**config.mk**
```make
export PLATFORM = sky130hd
export DESIGN_NAME = rr_arbiter_reg
export DESIGN_NICKNAME = d
export VERILOG_FILES = /design/src/rtl/rr_arbiter_reg.sv
export SDC_FILE = /design/constraint.sdc
export NUM_CORES = 1
export LEC_CHECK = 0
export ABC_CLOCK_PERIOD_IN_PS = 1900
export CORE_UTILIZATION = 32
export CTS_CLUSTER_SIZE = 12
export DETAILED_ROUTE_END_ITERATION = 16
export PLACE_DENSITY = 0.85
export SLEW_MARGIN = 10
export SYNTH_ARGS = -nofsm -noshare
export SYNTH_HDL_FRONTEND = slang
export SYNTH_SLANG_ARGS = --single-unit
```
**constraint.sdc**
```tcl
create_clock -name clk -period 1.9 [get_ports clk]
set_clock_uncertainty 0.15 [all_clocks]
set_input_delay 0.19 -clock clk [delete_from_list [all_inputs] [get_ports clk]]
set_output_delay 0.19 -clock clk [all_outputs]
set_load 0.02 [all_outputs]
```
**src/rtl/rr_arbiter_reg.sv**
```systemverilog
// Round-robin N:1 arbiter with valid/ready handshake and a registered output beat.
// Optional burst locking is compiled in with `define RR_ARB_LOCK_EN (adds the last port).
module rr_arbiter_reg #(
  parameter int N          = 4,
  parameter int DATA_WIDTH = 32,
  parameter int ID_WIDTH   = (N > 1) ? $clog2(N) : 1
) (
  input  logic                           clk,
  input  logic                           rst,
  input  logic [N-1:0]                   valid,
  input  logic [N-1:0][DATA_WIDTH-1:0]   data,
`ifdef RR_ARB_LOCK_EN
  input  logic [N-1:0]                   last,
`endif
  output logic [N-1:0]                   ready,
  output logic                           valid_o,
  output logic [DATA_WIDTH-1:0]          data_o,
  output logic [ID_WIDTH-1:0]            id_o,
  input  logic                           ready_o
);

  localparam logic [ID_WIDTH-1:0] LAST_ID = ID_WIDTH'(N - 1);

  logic [ID_WIDTH-1:0]   ptr_reg;
  logic [ID_WIDTH-1:0]   ptr_next;
  logic                  valid_o_reg;
  logic [DATA_WIDTH-1:0] data_o_reg;
  logic [ID_WIDTH-1:0]   id_o_reg;

  logic [N-1:0]          masked_req;
  logic [ID_WIDTH-1:0]   masked_idx;
  logic                  masked_any;
  logic [ID_WIDTH-1:0]   full_idx;
  logic [ID_WIDTH-1:0]   rr_idx;
  logic                  rr_any;

  logic [ID_WIDTH-1:0]   grant_idx;
  logic                  grant_any;
  logic                  accept;
  logic                  xfer;

  // Requests at or above the pointer win first; below-pointer requests wrap around.
  genvar gi;
  generate
    for (gi = 0; gi < N; gi++) begin : g_mask
      assign masked_req[gi] = valid[gi] & (ID_WIDTH'(gi) >= ptr_reg);
    end
  endgenerate

  always_comb begin
    masked_idx = '0;
    masked_any = 1'b0;
    full_idx   = '0;
    for (int i = N - 1; i >= 0; i--) begin
      if (masked_req[i]) begin
        masked_idx = ID_WIDTH'(i);
        masked_any = 1'b1;
      end
      if (valid[i]) begin
        full_idx = ID_WIDTH'(i);
      end
    end
  end

  assign rr_idx = masked_any ? masked_idx : full_idx;
  assign rr_any = |valid;

`ifdef RR_ARB_LOCK_EN
  logic                lock_reg;
  logic [ID_WIDTH-1:0] lock_id_reg;
  logic                beat_last;

  // A locked burst owner keeps the port even while idle.
  assign grant_idx = lock_reg ? lock_id_reg : rr_idx;
  assign grant_any = lock_reg ? valid[lock_id_reg] : rr_any;
  assign beat_last = last[grant_idx];
`else
  assign grant_idx = rr_idx;
  assign grant_any = rr_any;
`endif

  assign accept   = ~valid_o_reg | ready_o;
  assign xfer     = accept & grant_any;
  assign ptr_next = (grant_idx == LAST_ID) ? '0 : ID_WIDTH'(grant_idx + 1'b1);

  generate
    for (gi = 0; gi < N; gi++) begin : g_ready
      assign ready[gi] = ~rst & xfer & (grant_idx == ID_WIDTH'(gi));
    end
  endgenerate

  always_ff @(posedge clk or posedge rst) begin
    if (rst) begin
      valid_o_reg <= 1'b0;
      data_o_reg  <= '0;
      id_o_reg    <= '0;
      ptr_reg     <= '0;
`ifdef RR_ARB_LOCK_EN
      lock_reg    <= 1'b0;
      lock_id_reg <= '0;
`endif
    end else if (xfer) begin
      valid_o_reg <= 1'b1;
      data_o_reg  <= data[grant_idx];
      id_o_reg    <= grant_idx;
`ifdef RR_ARB_LOCK_EN
      // Pointer only moves when a burst ends.
      if (beat_last) begin
        lock_reg <= 1'b0;
        ptr_reg  <= ptr_next;
      end else begin
        lock_reg    <= 1'b1;
        lock_id_reg <= grant_idx;
      end
`else
      ptr_reg <= ptr_next;
`endif
    end else if (accept) begin
      valid_o_reg <= 1'b0;
    end
  end

  assign valid_o = valid_o_reg;
  assign data_o  = data_o_reg;
  assign id_o    = id_o_reg;

endmodule

```
==> impl_results.md <==
- Pre-antenna DRT Iters: 6
- MaxCap Viol Count: 0
- Slew HR: 0.7251
- Leak: 2.015 nW
- Peak Freq: 0.4942 GHz
- Synth top cells by count: nor2_1, dfrtp_1, a21oi_1
- Fillers: 583
- Crit. End Element: primary output
- CTS Sinks: 37
- Post-route cell area: 5100 um^2
- First-pass GRT wire length: 16,570 um
- Post-Syn Instances: 310
- Final Hold Violating Endpoints: 0
- Total gr overflow: 0
- Die width: 91.07 um
- DR iter-0 viols: 121
- Register area share after synthesis: 0.3647
- Critical Path AT: 1.68 ns
- Area Overhead vs Synth: 100.9%
- Synthesized area per cell: 8.189 um^2
- Post-Syn Nets: 445
- Avg WL per Cell: 18.15 um
- Nets@finish: 634
- Cts bufs inserted: 5
- Row count: 32
- Hold Path Class: input pin to asynchronous set/reset pin
- Clock slew at reported path FFs: 0.09 ns
- Outcome: finished with violations
- Post-DP HPWL: 7552 um
- Layout cell share with drive strength beyond 1: 0.2560
- Pin count of the biggest net entering global routing: 45
- Initial antenna violation count: 0
- Vias in the first global route: 3,374
- GRT Overall Usage: 0.2504
- Crit path required time: 1.56 ns
- Drt total wl: 10,920 um
- Max FFs per register: 32
- Layout Cells excl Fill: 602
- Vias per cell: 5.641
- Antenna-violating nets left: 0
- Vert. Die Dim: 91.07 um
- Core box area: 7687 um^2
- Yosys reg bits: 37
- Unrepaired setup endpoints after global routing: true
- H-tree Lvls: 2
- YS warnings: 0
- Final Critical Period: 2.023 ns
- VDD IR-drop max: 0.0003792 V
- Antenna cells: 0
- DRC Markers: 0
- Failing checks: setup timing
- Hold_ws: 0.1879 ns
- Setup ws final: -0.1233 ns
- Worst Tran Pin Value: 0.4124 ns
- Period Utilization, post-route: 1.065
- Largest fanout on the critical path: 2
- DP Cell Count: 588
- RePlAce Congestion: 0.9007
- Final design utilization: 0.6634
- Largest area contributor in the netlist: dfrtp_1
- Setup CP Type: flip-flop to primary output
- Cell Area, Placed: 4566 um^2
- Most frequent cell after synthesis: nor2_1
- Final setup vio count: 29
- Clock Path Buffers: 2
- PortBufs: 173
- Post-synth EDFFs: 0
- CTS tree: done
- Die area: 8294 um^2
- Max Slew Vio Count: 0
- Async S/R FF share, synth: 1.000
- Starting Density: 0.3302
- Fin Setup TNS: -2.091 ns
- Power per cell area: 880.0 nW/um^2
- Post-synthesis cell type count: 32
- Cts hold-fix bufs: 0
- CTS root buf: clkbuf_8
- Post-Syn Area: 2539 um^2
- Boundary Pins: 174
- Top_reg_cell synth: dfrtp_1
- Most area-consuming cells after synthesis: dfrtp_1, a221oi_1, a21boi_1
- Share of the synthesized area in the top cell type: 0.3647
- Crit start category: flip-flop
- Worst-skew pair later-pin latency: 0.29 ns
- Via count: 3,396
-- worst max-delay path, stage by stage, from the launching register on --
cell and delay, ns:
dfrtp_1 0.40, inv_2 0.05, or4_4 0.52, o311ai_4 0.09, and3_4 0.22, buf_6 0.12
-- per-stage QoR --
step | setup WS [ns] | power [mW]
detailed placement | -0.7755 | 3.390
CTS | -0.1223 | 4.304
finish | -0.1233 | 4.488
global placement | -0.7168 | 3.328
global route | -0.1456 | 4.732
floorplan | -0.001687 | 2.295
-- layout by cell type (no fill, tap or decap), drive strengths merged, types with 3 or more instances in the layout --
master and n:
inv 6, a221oi 21, buf 45, nor2b 3
and3 23, a21o 11, o21ai 37, nor2 38
dlygate4sd2 3, a31oi 12, dfrtp 37, a21boi 22
a21oi 25, nand3 11, a32oi 11, nand2 6
clkdlybuf4s50 165, clkbuf 7, nor3 3
-- layer usage --
layer / track usage / part of all wire
met5: 0 / 0
met4: 0.1111 / 0.033
met3: 0.05946 / 0.079
met2: 0.4482 / 0.52
met1: 0.2811 / 0.37
-- worst paths after layout --
check	from	to	slack, ns	cells past startpoint
setup / recovery	ptr_reg[1]	ready[0]	-0.12	5
hold / removal	rst	data_o[14]	0.19	3
setup reg to reg	ptr_reg[1]	data_o[23]	-0.11	6
hold reg to reg	id_o[1]	id_o[1]	0.34	2
max in group asynchronous	rst	data_o[23]	0.99	3
min in group clk	valid[2]	ptr_reg[1]	0.29	5
-- layout make-up --
| class | count | area (um^2) | area share |
|---|---|---|---|
| Inverter | 6 | 22.52 | 0.004416 |
| Tap cell | 102 | 127.6 | 0.02502 |
| Clock inverter | 2 | 37.54 | 0.007360 |
| Clock buffer | 6 | 82.58 | 0.01619 |
| Sequential cell | 37 | 925.9 | 0.1816 |
| Timing Repair Buffer | 214 | 2126 | 0.4168 |
| Multi-Input combinational cell | 235 | 1778 | 0.3486 |
-- kinds of logic (layout without fill, tap and decap cells) --
kind of cell,Yosys count,count (layout),synth area share
AO/OA/AOI/OAI,145,145,0.3859
AND/OR/NAND/NOR,90,90,0.1725
buffers and inverters,38,228,0.07688
flip-flops,37,37,0.3647
-- timing repair --
| item | CTS | global route |
|---|---|---|
| endpoints found under the setup margin | 38 | 37 |
| cloned | 0 | 0 |
| setup buffers | 6 | 1 |
| pin swaps | 7 | 6 |
| gates resized for setup | 70 | 48 |
-- report_power, final --
part	switching (mW)	leakage, nW	internal (mW)	total, mW
logic	1.31	1.54	1.31	2.62
clock network	0.318	0.0574	0.427	0.746
registers	0.121	0.421	0.997	1.12
No activity file was read; power rests on OpenSTA's default activity.
